**src/rtl/clock_distribution_ctrl.sv**
```systemverilog
// clock_distribution_ctrl
// Power-up sequencer and analog-test-bus (ATB) controller for the IDAC clock
// distribution block. It raises pdb only after the bias reference has settled,
// reports ready once the block has had time to settle, and lets a test master
// either select a static ATB mode or run a timed scan through modes 01/10/11.
// Loss of supply (or of the bias reference once active) forces a safe
// power-down into a sticky FAULT state.
//
// Ports:
//   clk            controller clock
//   rst            synchronous active-high reset
//   en             level-sensitive enable request
//   supply_ok      supply within limits (already synchronised)
//   iref_ok        bias reference within limits (already synchronised)
//   atb_req_valid  static ATB request valid
//   atb_req_mode   requested atb_ena value
//   atb_req_ready  static request can be accepted (combinational)
//   atb_scan_start single-cycle pulse, start an ATB scan
//   pdb            power-down-bar to the clock distribution block
//   atb_ena        ATB select to the clock distribution block
//   ready          block powered and settled
//   busy           sequencing or scanning in progress (combinational)
//   fault          sticky fault indicator
//   atb_sample     one-cycle pulse in the last dwell cycle of each scan step
module clock_distribution_ctrl #(
  parameter int unsigned BIAS_WAIT_CYC  = 16,
  parameter int unsigned PDB_SETTLE_CYC = 8,
  parameter int unsigned ATB_DWELL_CYC  = 32,
  parameter int unsigned CNT_W          = 8
) (
  input  logic       clk,
  input  logic       rst,
  input  logic       en,
  input  logic       supply_ok,
  input  logic       iref_ok,
  input  logic       atb_req_valid,
  input  logic [1:0] atb_req_mode,
  output logic       atb_req_ready,
  input  logic       atb_scan_start,
  output logic       pdb,
  output logic [1:0] atb_ena,
  output logic       ready,
  output logic       busy,
  output logic       fault,
  output logic       atb_sample
);

  localparam logic [2:0] StIdle   = 3'd0;
  localparam logic [2:0] StBias   = 3'd1;
  localparam logic [2:0] StSettle = 3'd2;
  localparam logic [2:0] StActive = 3'd3;
  localparam logic [2:0] StScan   = 3'd4;
  localparam logic [2:0] StFault  = 3'd5;

  // Loads are N-1 so a count of N cycles ends on the edge that sees zero.
  localparam logic [CNT_W-1:0] BiasLoad   = CNT_W'(BIAS_WAIT_CYC - 1);
  localparam logic [CNT_W-1:0] SettleLoad = CNT_W'(PDB_SETTLE_CYC - 1);
  localparam logic [CNT_W-1:0] DwellLoad  = CNT_W'(ATB_DWELL_CYC - 1);

  logic [2:0]       state_q, state_d;
  logic [CNT_W-1:0] cnt_q, cnt_d;
  logic             pdb_q, pdb_d;
  logic [1:0]       atb_ena_q, atb_ena_d;
  logic [1:0]       saved_mode_q, saved_mode_d;
  logic             ready_q, ready_d;
  logic             fault_q, fault_d;
  logic             atb_sample_q, atb_sample_d;

  logic run_state;
  logic on_state;
  logic fault_cond;
  logic cnt_zero;

  // States in which the block is (being) powered and en/supply are watched.
  assign run_state = (state_q == StBias) || (state_q == StSettle) ||
                     (state_q == StActive) || (state_q == StScan);
  // States in which the reference must stay good.
  assign on_state  = (state_q == StActive) || (state_q == StScan);
  assign fault_cond = (run_state && !supply_ok) || (on_state && !iref_ok);
  assign cnt_zero   = (cnt_q == '0);

  always_comb begin
    state_d      = state_q;
    cnt_d        = cnt_zero ? cnt_q : cnt_q - CNT_W'(1);
    pdb_d        = pdb_q;
    atb_ena_d    = atb_ena_q;
    saved_mode_d = saved_mode_q;
    ready_d      = ready_q;
    fault_d      = fault_q;

    if (fault_cond) begin
      // Fault wins over a simultaneous en drop.
      state_d   = StFault;
      pdb_d     = 1'b0;
      atb_ena_d = 2'b00;
      ready_d   = 1'b0;
      fault_d   = 1'b1;
    end else if (run_state && !en) begin
      state_d      = StIdle;
      pdb_d        = 1'b0;
      atb_ena_d    = 2'b00;
      ready_d      = 1'b0;
      saved_mode_d = 2'b00;
    end else begin
      case (state_q)
        StIdle: begin
          if (en && supply_ok) begin
            state_d = StBias;
            cnt_d   = BiasLoad;
          end
        end
        StBias: begin
          // No timeout: a missing reference parks the sequencer here.
          if (cnt_zero && iref_ok) begin
            state_d = StSettle;
            pdb_d   = 1'b1;
            cnt_d   = SettleLoad;
          end
        end
        StSettle: begin
          if (cnt_zero) begin
            state_d = StActive;
            ready_d = 1'b1;
          end
        end
        StActive: begin
          // Scan start outranks a static request, which stays pending.
          if (atb_scan_start) begin
            state_d   = StScan;
            atb_ena_d = 2'b01;
            cnt_d     = DwellLoad;
          end else if (atb_req_valid) begin
            atb_ena_d    = atb_req_mode;
            saved_mode_d = atb_req_mode;
          end
        end
        StScan: begin
          // The current step is encoded by atb_ena itself.
          if (cnt_zero) begin
            if (atb_ena_q == 2'b11) begin
              state_d   = StActive;
              atb_ena_d = saved_mode_q;
            end else begin
              atb_ena_d = atb_ena_q + 2'b01;
              cnt_d     = DwellLoad;
            end
          end
        end
        StFault: begin
          if (!en) begin
            state_d      = StIdle;
            fault_d      = 1'b0;
            saved_mode_d = 2'b00;
          end
        end
        default: begin
          state_d      = StIdle;
          cnt_d        = '0;
          pdb_d        = 1'b0;
          atb_ena_d    = 2'b00;
          saved_mode_d = 2'b00;
          ready_d      = 1'b0;
          fault_d      = 1'b0;
        end
      endcase
    end

    // High in the cycle where a scan step sits at its final count.
    atb_sample_d = (state_d == StScan) && (cnt_d == '0);
  end

  always_ff @(posedge clk) begin
    if (rst) begin
      state_q      <= StIdle;
      cnt_q        <= '0;
      pdb_q        <= 1'b0;
      atb_ena_q    <= 2'b00;
      saved_mode_q <= 2'b00;
      ready_q      <= 1'b0;
      fault_q      <= 1'b0;
      atb_sample_q <= 1'b0;
    end else begin
      state_q      <= state_d;
      cnt_q        <= cnt_d;
      pdb_q        <= pdb_d;
      atb_ena_q    <= atb_ena_d;
      saved_mode_q <= saved_mode_d;
      ready_q      <= ready_d;
      fault_q      <= fault_d;
      atb_sample_q <= atb_sample_d;
    end
  end

  assign pdb           = pdb_q;
  assign atb_ena       = atb_ena_q;
  assign ready         = ready_q;
  assign fault         = fault_q;
  assign atb_sample    = atb_sample_q;
  assign busy          = (state_q == StBias) || (state_q == StSettle) || (state_q == StScan);
  assign atb_req_ready = (state_q == StActive) && !atb_scan_start;

endmodule

```
**config.mk**
```make
export PLATFORM = sky130hd
export DESIGN_NAME = clock_distribution_ctrl
export DESIGN_NICKNAME = d
export VERILOG_FILES = /design/src/rtl/clock_distribution_ctrl.sv
export SDC_FILE = /design/constraint.sdc
export NUM_CORES = 1
export LEC_CHECK = 0
export CORE_MARGIN = 2
export CORE_UTILIZATION = 60
export CTS_CLUSTER_SIZE = 25
export DETAILED_ROUTE_END_ITERATION = 16
export GPL_TIMING_DRIVEN = 0
export PLACE_DENSITY = 0.91
export SYNTH_ARGS = -nofsm -noshare
export SYNTH_HDL_FRONTEND = slang
export SYNTH_SLANG_ARGS = --single-unit
```
**constraint.sdc**
```tcl
create_clock -name clk -period 4.9 [get_ports clk]
set_input_delay 0.49 -clock clk [delete_from_list [all_inputs] [get_ports clk]]
set_output_delay 0.49 -clock clk [all_outputs]
set_load 0.02 [all_outputs]
```
After elaboration in Yosys (flattened, before gate mapping)
Index checks and enable logic that the tools add are counted.

Add/subtract/negate cells: 2. Equal/unequal tests: 18. Multiplexer cells: 36. Bitwise gates (word level): 4. Reduce and logical (&&, ||, !) cells: 32.

Operators by type and width (number): $mux W8 (8); $pmux W8 S5 (1); $mux W3 (9); $pmux W3 S6 (1); $logic_not A8 Y1 (2); $reduce_or A5 Y1 (3); $mux W2 (7); $pmux W2 S3 (2); $eq A3 B3 Y1 const B (3); $ne A3 B3 Y1 const B (3); $reduce_or A4 Y1 (2); $sub A8 B1 Y8 const B (1); $logic_and A1 B1 Y1 (7); $eq A3 B2 Y1 const B (2); $logic_or A1 B1 Y1 (6); $ne A2 B1 Y1 const B (3); $ne A2 B2 Y1 const B (3); $ne A3 B2 Y1 const B (2); $pmux W1 S2 (3); $reduce_and A3 Y1 (2); $mux W1 (5); $reduce_and A5 Y1 (1); $logic_not A1 Y1 (4); $not A1 Y1 (4); other kinds (7) (8).

Bits in registers: 19. Input bits: 9. Output and inout bits: 8. Word-level logic and storage cells: 100.

Longest topological paths before layout
Depth in word-level cells: 9. Gate-level depth with buffers: 9.

Worst setup path after synthesis
Ideal clock, no wire load.

Kind: input -> register. Start point: input port supply_ok. End point: register saved_mode_q[0]. Data arrival time: 2.087 ns. Data required time: 4.833 ns. Path slack: 2.745 ns. Cell stages on the path: 7. Buffers on the path: 1. Path through: buf_2 nand3_2 and3_4 or3_4 or2_4 or4b_4 o21ai_2.

Longest elaborated chain between the ends: 5.

Ends and longest elaborated chain: from (decl) (RTL line 34) `input logic supply_ok,`; $logic_not A1 Y1 (RTL line 79) `assign fault_cond = (run_state && !supply_ok) || (on_state && !iref_ok);`; $logic_and A1 B1 Y1 (RTL line 79); $logic_or A1 B1 Y1 (RTL line 79); $not A1 Y1 (no source line); $reduce_and A5 Y1 (no source line); to (signal assigned) (RTL line 187) `saved_mode_q <= saved_mode_d;`; to (decl) (RTL line 64) `logic [1:0] saved_mode_q, saved_mode_d;`.

Every way passes these cells. A chain may end at the register's enable or synchronous reset.

Worst setup path in the final report
Start point: register cnt_q[0]. End point: register atb_sample_q (netlist: atb_sample).

Longest elaborated chain between the ends: 9. Elaborated cells on any way between the ends: 21. Those cells by class: add/sub: 1; eq/ne: 1; mux: 15; reduce/logical: 4.

Ends and longest elaborated chain: from (decl) (RTL line 61) `logic [CNT_W-1:0] cnt_q, cnt_d;`; from (signal assigned) (RTL line 184) `cnt_q <= cnt_d;`; $sub A8 B1 Y8 / $logic_not A8 Y1 (equally long branches) (RTL line 84, 80); $mux W8 (RTL line 84) `cnt_d = cnt_zero ? cnt_q : cnt_q - CNT_W'(1);`; $mux W8 (RTL line 140) `if (atb_ena_q == 2'b11) begin`; $mux W8 (RTL line 139) `if (cnt_zero) begin`; $pmux W8 S5 (RTL line 105) `case (state_q)`; $mux W8 (RTL line 98) `end else if (run_state && !en) begin`; $mux W8 (RTL line 91) `if (fault_cond) begin`; $logic_not A8 Y1 (RTL line 169) `atb_sample_d = (state_d == StScan) && (cnt_d == '0);`; $logic_and A1 B1 Y1 (*) (RTL line 169); to (signal assigned) (RTL line 190) `atb_sample_q <= atb_sample_d;`; to (decl) (RTL line 67) `logic atb_sample_q, atb_sample_d;`.

Mark *: on every way between the ends. The rest lies on a longest branch, timed or not.

==> summary.txt <==
Global routing
  – Gr usage total: 0.303
  – First-pass GRT wire length: 6560 um
  – Global route overflow: 0
  – Largest net degree at the start of global routing: 12
  – Initial antenna violation count: 0
  – Vias in the first global route: 1421

Detailed routing
  – DRT iter0 DRCs: 101
  – DRC viols: 0
  – Wire length per cell: 15.8 um
  – Drt via density: 6.62
  – DRT Pass-1 Iters: 5
  – Post-route ant nets: 0
  – DR vias: 1735
  – Drt total wl: 4140 um

Cells and area
  – Layout Nets: 244
  – Final Core Density: 0.708
  – Most common cell after layout, fill and taps aside: a21oi_1
  – Most frequent cells in the layout: a21oi_1 (27), nor2_1 (25), dfxtp_1 (19), nand2_1 (15), clkdlybuf4s50_1 (14)
  – Inserted Diodes: 0
  – Layout cells sized above 1: 0.0948
  – Synth-to-Final Area Change: 13.4%

CTS
  – Worst skew pair latency: 0.31 ns
  – H-tree Lvls: 1
  – Post-cts sizing count: 0
  – CTS tree: done
  – Setup Buffers After CTS: 0
  – Post-cts hold buffer count: 0
  – CTS Buf Count: 3
  – Clk root buf: clkbuf_4
  – CTS Sinks: 19
  – Clk slew on worst S/H paths: 0.12 ns
  – Clock Path Buffers: 2

Setup path
  – Startpoint types: flop
  – Crit path DAT: 3.13 ns
  – Setup crit end kind: flop
  – WP data required: 5.15 ns
  – Largest stage delay, worst path: 0.54 ns
  – CP bufs+invs: 1
  – WS Path Type: reg -> reg
  – CP max FO: 7
  – Critical path, cell by cell: inv_1 -> ha_1 -> nor3b_1 -> nand2_1 -> o31ai_1 -> o211ai_1 -> nor4b_1 -> and4_1
  – Crit path max-delay family: simple AND/OR/NAND/NOR gates
  – Slowest CP cell: nor4b_1

STA
  – Setup TNS: 0 ns
  – Endpoints failing hold: 0
  – Hold_ws: 0.471 ns
  – Min Clock Period, post-route: 2.88 ns
  – Actual slew at the worst max-slew pin: 0.537 ns
  – Final Setup Violations: 0
  – Slew margin rel.: 0.637
  – Final Slew Violations: 0
  – Clock skew: 0.00429 ns
  – Final Cycle Share: 0.587
  – Max Fclk: 348 MHz
  – RSZ-0062 raised after global routing: false

Power
  – Internal power: 536 uW
  – Psw: 550 uW
  – Worst vdd ir: 531 uV
  – Combinational power share: 0.701
  – PwrDens: 625 nW/um^2
  – Sw Ratio: 0.506
  – Seq pwr share: 0.222
  – Clock Power Share: 0.078
  – Lkg Pwr: 0.000635 uW

Synthesis
  – Synth Net Count: 225
  – FF+latch count, synth: 19
  – Asr flop ratio synth: 0
  – Yosys warns: 0
  – Number of flops mapped to enable cells by yosys: 0
  – Synth top area cells: dfxtp_1 (25%), a21oi_1 (8.8%), nor2_1 (6.1%)
  – Gate count of the mapped netlist: 214
  – Yosys top cell area share: 0.248
  – Cell accounting for the most synthesized area: dfxtp_1
  – Top_reg_cell synth: dfxtp_1
  – Avg Synthesized Cell Area: 7.17 um^2
  – Distinct cells, synth: 55
  – Mapped Area: 1530 um^2
  – Sequential-to-total area share from yosys stat: 0.248

Place
  – Hpwl dp: 3050 um
  – I/O Buffers: 14
  – GP Congestion: 0.993

Die
  – Die Y-Extent: 54.6 um
  – Io pins: 17
  – Initial core utilization: 0.625
  – Die W: 54.6 um
  – # rows: 18
  – Die Area: 2980 um^2
  – Core area: 2450 um^2

Status
  – Outcome: finished clean

Min path
  – Worst hold path class: reg -> reg

Job
  – Total of max-cap violations: 0
-- tightest hold or removal path: stages, from the launching register on --
cell	delay (ns)
dfxtp_1	0.33
nand2_1	0.07
o21ai_2	0.04
-- state kept, by name, summed over array words and instances (netlist names) --
signal / flops
atb_ena: 2
cnt_q: 8
atb_sample: 1
ready: 1
saved_mode_q: 2
state_q: 3
fault: 1
pdb: 1
-- metal layers --
| layer | GRT usage | wire length [um] | vias to the layer above | share of wire |
|---|---|---|---|---|
| met5 | 0 | 0 | - | 0 |
| met4 | 0.0917 | 116 | 0 | 0.028 |
| met3 | 0.0628 | 470 | 18 | 0.11 |
| met2 | 0.480 | 1820 | 117 | 0.44 |
| met1 | 0.411 | 1730 | 783 | 0.42 |
| li1 | - | - | 817 | - |
-- worst paths after layout --
kind,slack [ns],cells after the start,startpoint,end
worst min register to register,0.47,2,saved_mode_q[1],saved_mode_q[1]
worst max-delay path,2.02,8,cnt_q[0],atb_sample
worst max register to register,2.02,8,cnt_q[0],atb_sample
worst min-delay path,0.47,2,saved_mode_q[1],saved_mode_q[1]
-- Yosys cell counts, types with 2 or more instances --
cell / number
a21oi_1: 27
nor2_1: 25
dfxtp_1: 19
nand2_1: 15
inv_1: 11
o21ai_0: 11
clkbuf_1: 8
nor2b_1: 8
nor3_1: 7
o211ai_1: 6
a31oi_1: 5
buf_2: 5
nand2b_1: 5
nand3b_1: 4
or3_1: 4
a22oi_1: 3
mux2i_1: 3
o22ai_1: 3
a211oi_1: 2
ha_1: 2
nand3_1: 2
o21ai_2: 2
o311ai_0: 2
or3b_1: 2
or4_1: 2
xor2_1: 2
-- cell families after synthesis --
| family | after synthesis | synth area share |
|---|---|---|
| xor gates and xnor gates | 3 | 0.0171 |
| buffers and inverters | 25 | 0.0701 |
| and+or+nand+nor | 88 | 0.324 |
| DFF | 19 | 0.248 |
| AOI/OAI and AO/OA | 74 | 0.305 |
| muxes | 3 | 0.0196 |
| adders and majority gates | 2 | 0.0163 |
-- power by group through the flow --
| stage | registers, uW | clock network, uW | logic (uW) |
|---|---|---|---|
| finish | 241 | 84.5 | 761 |
| detailed placement | 243 | 0 | 735 |
| global route | 246 | 89.6 | 836 |
| floorplan | 242 | 0 | 563 |
| CTS | 240 | 83.7 | 740 |
| global placement | 240 | 0 | 728 |
-- stage by stage --
step | cells | total power, uW | cell area, um^2 | setup WS [ns]
after floorplan | 214 | 806 | 1530 | 2.75
after global placement | 258 | 968 | 1710 | 2.12
after detailed placement | 258 | 978 | 1710 | 2.09
after CTS | 262 | 1060 | 1740 | 2.19
after global routing | 262 | 1170 | 1740 | 1.79
final | 262 | 1090 | 1740 | 2.02
-- final cells by class --
type,instances,area (um^2)
sequential,19,380
tap,30,37.5
fill,217,716
clock buffer,3,22.5
multi-input combinational,170,1050
inverter,11,41.3
clock inverter,1,5.00
timing repair buffer,14,140
buffer,14,66.3
No activity file was read; power rests on OpenSTA's default activity.
